<file path="config.mk">
export PLATFORM = sky130hd
export DESIGN_NAME = reg_file_2r1w
export DESIGN_NICKNAME = d
export VERILOG_FILES = /design/src/rtl/reg_file_2r1w_pkg.sv /design/src/rtl/reg_clear_seq.sv /design/src/rtl/reg_file_2r1w.sv
export SDC_FILE = /design/constraint.sdc
export NUM_CORES = 1
export LEC_CHECK = 0
export ABC_CLOCK_PERIOD_IN_PS = 4800
export CORE_AREA = 2 2 375 377
export DETAILED_ROUTE_END_ITERATION = 10
export DIE_AREA = 0 0 377 379
export SYNTH_ARGS = -nofsm -noshare
export SYNTH_HDL_FRONTEND = slang
export SYNTH_SLANG_ARGS = --single-unit
</file>
<file path="constraint.sdc">
create_clock -name clk -period 4.8 [get_ports clk]
set_input_delay 0.48 -clock clk [delete_from_list [all_inputs] [get_ports clk]]
set_output_delay 0.48 -clock clk [all_outputs]
set_load 0.005 [all_outputs]
</file>
<file path="src/rtl/reg_file_2r1w_pkg.sv">
// Package: reg_file_2r1w_pkg
// Purpose: Shared sizing constants and clear-sequencer state encodings for
//          the MIPS general-purpose register file (reg_file_2r1w) and its
//          clear sequencer (reg_clear_seq).
// Contents:
//   RF_DATA_W    register width in bits
//   RF_ADDR_W    register address width
//   RF_NUM_REGS  register count (2**RF_ADDR_W)
//   RF_REG_ZERO  address of the hard-wired $zero register
//   ST_CLEAR     sequencer state: zeroing registers, user writes blocked
//   ST_READY     sequencer state: normal operation
package reg_file_2r1w_pkg;

    localparam int RF_DATA_W   = 32;
    localparam int RF_ADDR_W   = 5;
    localparam int RF_NUM_REGS = 32;

    localparam logic [RF_ADDR_W-1:0] RF_REG_ZERO = '0;

    // Single-bit encodings kept identical to the legacy header values.
    localparam logic ST_CLEAR = 1'b0;
    localparam logic ST_READY = 1'b1;

endpackage

</file>
<file path="src/rtl/reg_clear_seq.sv">
// Module: reg_clear_seq
// Purpose: Post-reset clear sequencer. After reset deasserts it walks a
//          pointer over every register address, one per clock, and then
//          reports READY.
// Ports:
//   clk       in   1       rising-edge clock
//   reset     in   1       synchronous, active-high reset
//   clr_en    out  1       write a zero to clr_addr at the coming edge
//   clr_addr  out  ADDR_W  register being cleared at the coming edge
//   busy      out  1       high while in the CLEAR state
module reg_clear_seq
    import reg_file_2r1w_pkg::*;
#(
    parameter int ADDR_W   = RF_ADDR_W,
    parameter int NUM_REGS = RF_NUM_REGS
) (
    input  logic              clk,
    input  logic              reset,
    output logic              clr_en,
    output logic [ADDR_W-1:0] clr_addr,
    output logic              busy
);

    localparam logic [ADDR_W-1:0] LAST_PTR = ADDR_W'(NUM_REGS - 1);

    logic              r_state;
    logic [ADDR_W-1:0] r_clr_ptr;

    always_ff @(posedge clk) begin
        if (reset) begin
            r_state   <= ST_CLEAR;
            r_clr_ptr <= '0;
        end else if (r_state == ST_CLEAR) begin
            // The pointer wraps to 0 on the same edge that leaves CLEAR, so
            // it is already at 0 should another reset arrive later.
            r_clr_ptr <= r_clr_ptr + ADDR_W'(1);
            if (r_clr_ptr == LAST_PTR) begin
                r_state <= ST_READY;
            end
        end
    end

    assign busy     = (r_state == ST_CLEAR);
    // No clear write happens on a reset edge; the pointer is restarting.
    assign clr_en   = busy && !reset;
    assign clr_addr = r_clr_ptr;

endmodule

</file>
<file path="src/rtl/reg_file_2r1w.sv">
// Module: reg_file_2r1w
// Purpose: MIPS general-purpose register file, NUM_REGS x DATA_W, two
//          asynchronous read ports and one synchronous write port, with a
//          post-reset clear sequence that zeroes every register before
//          user writes are accepted.
// Ports:
//   clk             in   1       single clock, rising edge
//   reset           in   1       synchronous, active-high reset
//   reg_write_in    in   1       write enable (RegWrite)
//   write_reg_in    in   ADDR_W  destination register (write-register mux)
//   write_data_in   in   DATA_W  write-back data
//   read_reg1_in    in   ADDR_W  rs address
//   read_reg2_in    in   ADDR_W  rt address
//   read_data1_out  out  DATA_W  contents of read_reg1_in
//   read_data2_out  out  DATA_W  contents of read_reg2_in
//   init_busy_out   out  1       high while the clear sequence runs
module reg_file_2r1w
    import reg_file_2r1w_pkg::*;
#(
    parameter int DATA_W   = RF_DATA_W,
    parameter int ADDR_W   = RF_ADDR_W,
    parameter int NUM_REGS = RF_NUM_REGS
) (
    input  logic              clk,
    input  logic              reset,
    input  logic              reg_write_in,
    input  logic [ADDR_W-1:0] write_reg_in,
    input  logic [DATA_W-1:0] write_data_in,
    input  logic [ADDR_W-1:0] read_reg1_in,
    input  logic [ADDR_W-1:0] read_reg2_in,
    output logic [DATA_W-1:0] read_data1_out,
    output logic [DATA_W-1:0] read_data2_out,
    output logic              init_busy_out
);

    logic [DATA_W-1:0] r_regs [NUM_REGS];

    logic              w_clr_en;
    logic [ADDR_W-1:0] w_clr_addr;
    logic              w_busy;
    logic              w_user_we;

    reg_clear_seq #(
        .ADDR_W   (ADDR_W),
        .NUM_REGS (NUM_REGS)
    ) u_clear_seq (
        .clk      (clk),
        .reset    (reset),
        .clr_en   (w_clr_en),
        .clr_addr (w_clr_addr),
        .busy     (w_busy)
    );

    // User writes only in READY, never on a reset edge, never to $zero.
    assign w_user_we = !w_busy && !reset && reg_write_in &&
                       (write_reg_in != ADDR_W'(RF_REG_ZERO));

    // Storage has no reset; contents are established by the clear sequence.
    always_ff @(posedge clk) begin
        if (w_clr_en) begin
            r_regs[w_clr_addr] <= '0;
        end else if (w_user_we) begin
            r_regs[write_reg_in] <= write_data_in;
        end
    end

    // Reads have no write-through bypass: a same-cycle write is seen only
    // after the edge. Gating during CLEAR also keeps uninitialised storage
    // off the outputs.
    assign read_data1_out = (w_busy || read_reg1_in == ADDR_W'(RF_REG_ZERO)) ?
                            '0 : r_regs[read_reg1_in];
    assign read_data2_out = (w_busy || read_reg2_in == ADDR_W'(RF_REG_ZERO)) ?
                            '0 : r_regs[read_reg2_in];

    assign init_busy_out = w_busy;

endmodule

</file>
==> out/results.ini <==
[synth]
synth_top_area_frac=0.635
synth-warning-count=0
syn-num-nets=2661
syn_inst=2609
synth_seq_area_share=0.637
ys_async_sr_fraction=0
synth_area_leaders=edfxtp_1 (63%), mux4_2 (17%), mux2i_1 (7.6%), o221ai_1 (1.5%), mux2_2 (1.2%)
synth_area_per_cell_um2=18.6
synth.cell_area_mm2=0.0484
ys.flop_type=edfxtp_1
synth_enable_flop_cells=1024
synthDistinctLibCells=57
ys_ff_latch=1030
synth.largest_area_cell=edfxtp_1

[cts]
root_buffer=clkbuf_16
htreeDepth=3
clk_latency_ns=0.71
post_cts_buffers=0
cts_resized=0
cts_tree=done
cts.sinks=1030
numCtsBuffers=105
clockBufferDepth=3
cts_hold_buffers=0
clk_pin_slew_worst_paths_ns=0.06

[worst_hold_path]
hold_depth=2
min_from=reset
hold_path_end=u_clear_seq.r_state
hp-class=primary input to flop

[final_layout]
final_cell_mix=edfxtp_1 (1,024), mux2i_1 (370), mux4_2 (368)
postLayoutCoreUtil=0.402
area_growth_syn_to_layout_pct=15.4
layout-drive-gt1-share=0.279
layout.nets=2801
layout_commonest_cell=edfxtp_1

[floorplanning]
pin_count=115
rows=137
dieArea_mm2=0.143
core_area_mm2=0.139
start_util=0.349
dieWidth_um=377
die_y_um=379

[timing]
final-setup-viol-count=0
max_freq_mhz=217
hold_violations=0
whs_ns=0.574
skew_ns=0.0305
final.min_clock_period_ns=4.60
fin_crit_sh=0.959
slew_violations=0
setup_tns_ns=0
relSlewSlack=0.103
tightestPinTransition_ns=1.35
rsz0062_at_grt=false

[detailed_routing]
drc=0
drtPass1Iterations=7
routedWlPerCell_um=34.7
via_per_inst=6.28
vias=29136
ant_nets=0
routed_wl_um=161000
drtIter0Drc=3548

[setup_path]
cpPeakStageDelay_ns=1.03
crit_slowest_cell=or4_1
crit_chain=buf_4 > inv_1 > or4_1 > buf_4 > o22a_1 > o221ai_1 > clkdlybuf4s50_1
path_common_cell=buf_4
ff2ff_setup_slack_ns=1.50
crit_arrival_ns=4.12
worstRegToRegCells=8
worst-path-buf-inv=4
critical_path_required_ns=4.32
critPathCaptureType=primary output
worst_setup_path_start_kind=flop
r2r-end=r_regs[14][16]
cp_top_family=buffers and inverters
cp_max_fo=16
r2r_start=u_clear_seq.r_state
crit_type=flop to primary output

[global_routing]
grt_use_total=0.223
overflow=0
first_global_vias=29502
antenna_found_initial=5
grt_max_degree=79
grt_pass1_wl_um=226000

[place]
io_buffers=114
place.gp.congestion=0.824
place_hpwl_um=94900

[power]
finalPower_uw=19400
p_leak_uw=0.0164
cellPowerDensity_mw_per_mm2=348
ir_drop_mv=0.271

[run]
maxCapViolCount=0

[status]
outcome=finished, final reports clean

[registers in the layout, summed over array words and instances (netlist names)]
signal / count
r_regs: 1024
u_clear_seq.clr_addr: 5
u_clear_seq.r_state: 1
[per-stage QoR]
stage / cells / cell area [µm²] / worst slack [ns]
4_1_cts: 4640 / 55900 / 0.185
6_report: 4641 / 55900 / 0.196
3_5_place_dp: 4449 / 52400 / 0.831
3_3_place_gp: 4449 / 52400 / 0.802
2_1_floorplan: 2609 / 48400 / -0.287
5_1_grt: 4640 / 55900 / 0.167
[synthesized netlist by cell type, drive strengths merged (2+ instances only)]
cell,instances
nor4,5
xnor2,2
inv,8
o22a,20
and3,2
nand3,58
nor2b,10
nor3,19
ha,2
buf,124
nand4,13
a211oi,32
nor2,23
mux2,56
a31oi,2
o21ai,3
or3,2
o221ai,84
nor3b,2
a221oi,32
or3b,2
a32oi,2
nand2,82
and2,35
a21oi,58
a22oi,27
edfxtp,1024
a21boi,2
mux4,368
clkbuf,85
nor4b,2
mux2i,370
nand3b,4
dfxtp,6
a2bb2oi,32
[cells by family after synthesis]
family,share of synthesized area
DFF,0.637
muxes,0.261
AOI/OAI and AO/OA,0.0516
and+or+nand+nor,0.0272
buffers and inverters,0.0217
xor gates and xnor gates,0.000543
adders and majority gates,0.000517
[cell type report]
cell class | count | area [µm²]
diodes | 1 | 2.50
clock buffers | 137 | 2800
clock inverters | 54 | 681
fillers | 12209 | 83000
inverters | 8 | 30.0
multi-input cells | 1362 | 16800
flip-flops and latches | 1030 | 30900
well taps | 1807 | 2260
repair buffers | 242 | 2460
[report_power, final]
| group | total, µW | leakage [µW] | internal, µW | switching (µW) |
|---|---|---|---|---|
| registers | 9840 | 0.00798 | 9810 | 33.1 |
| clock network | 8410 | 0.00170 | 4950 | 3460 |
| logic | 1180 | 0.00673 | 492 | 692 |
[worst register-to-register path, delay by kind of cell (launching register included)]
family	cells	cell delay (ns)
buffers and inverters	4	1.68
AOI/OAI and AO/OA	2	0.36
DFF	1	0.30
and+or+nand+nor	2	0.53
[worst max path at each step]
stage / from / endpoint / slack, ns / cells past startpoint
2_1_floorplan: write_reg_in[4] / r_regs[19][0] / -0.29 / 4
3_3_place_gp: read_reg2_in[1] / read_data2_out[3] / 0.80 / 9
3_5_place_dp: read_reg2_in[1] / read_data2_out[3] / 0.83 / 9
4_1_cts: u_clear_seq.r_state / read_data1_out[9] / 0.19 / 7
5_1_grt: u_clear_seq.r_state / read_data1_out[9] / 0.17 / 7
6_report: u_clear_seq.r_state / read_data1_out[9] / 0.20 / 7
[routing by layer]
metal	wire length, µm	track usage	vias to the layer above	part of all wire
met2	77500	0.367	1664	0.48
met4	6040	0.0851	0	0.038
met3	13700	0.0362	332	0.085
met5	0	0	-	0
li1	-	-	11431	-
met1	63800	0.297	15709	0.40
(Power assumes the default switching activity.)
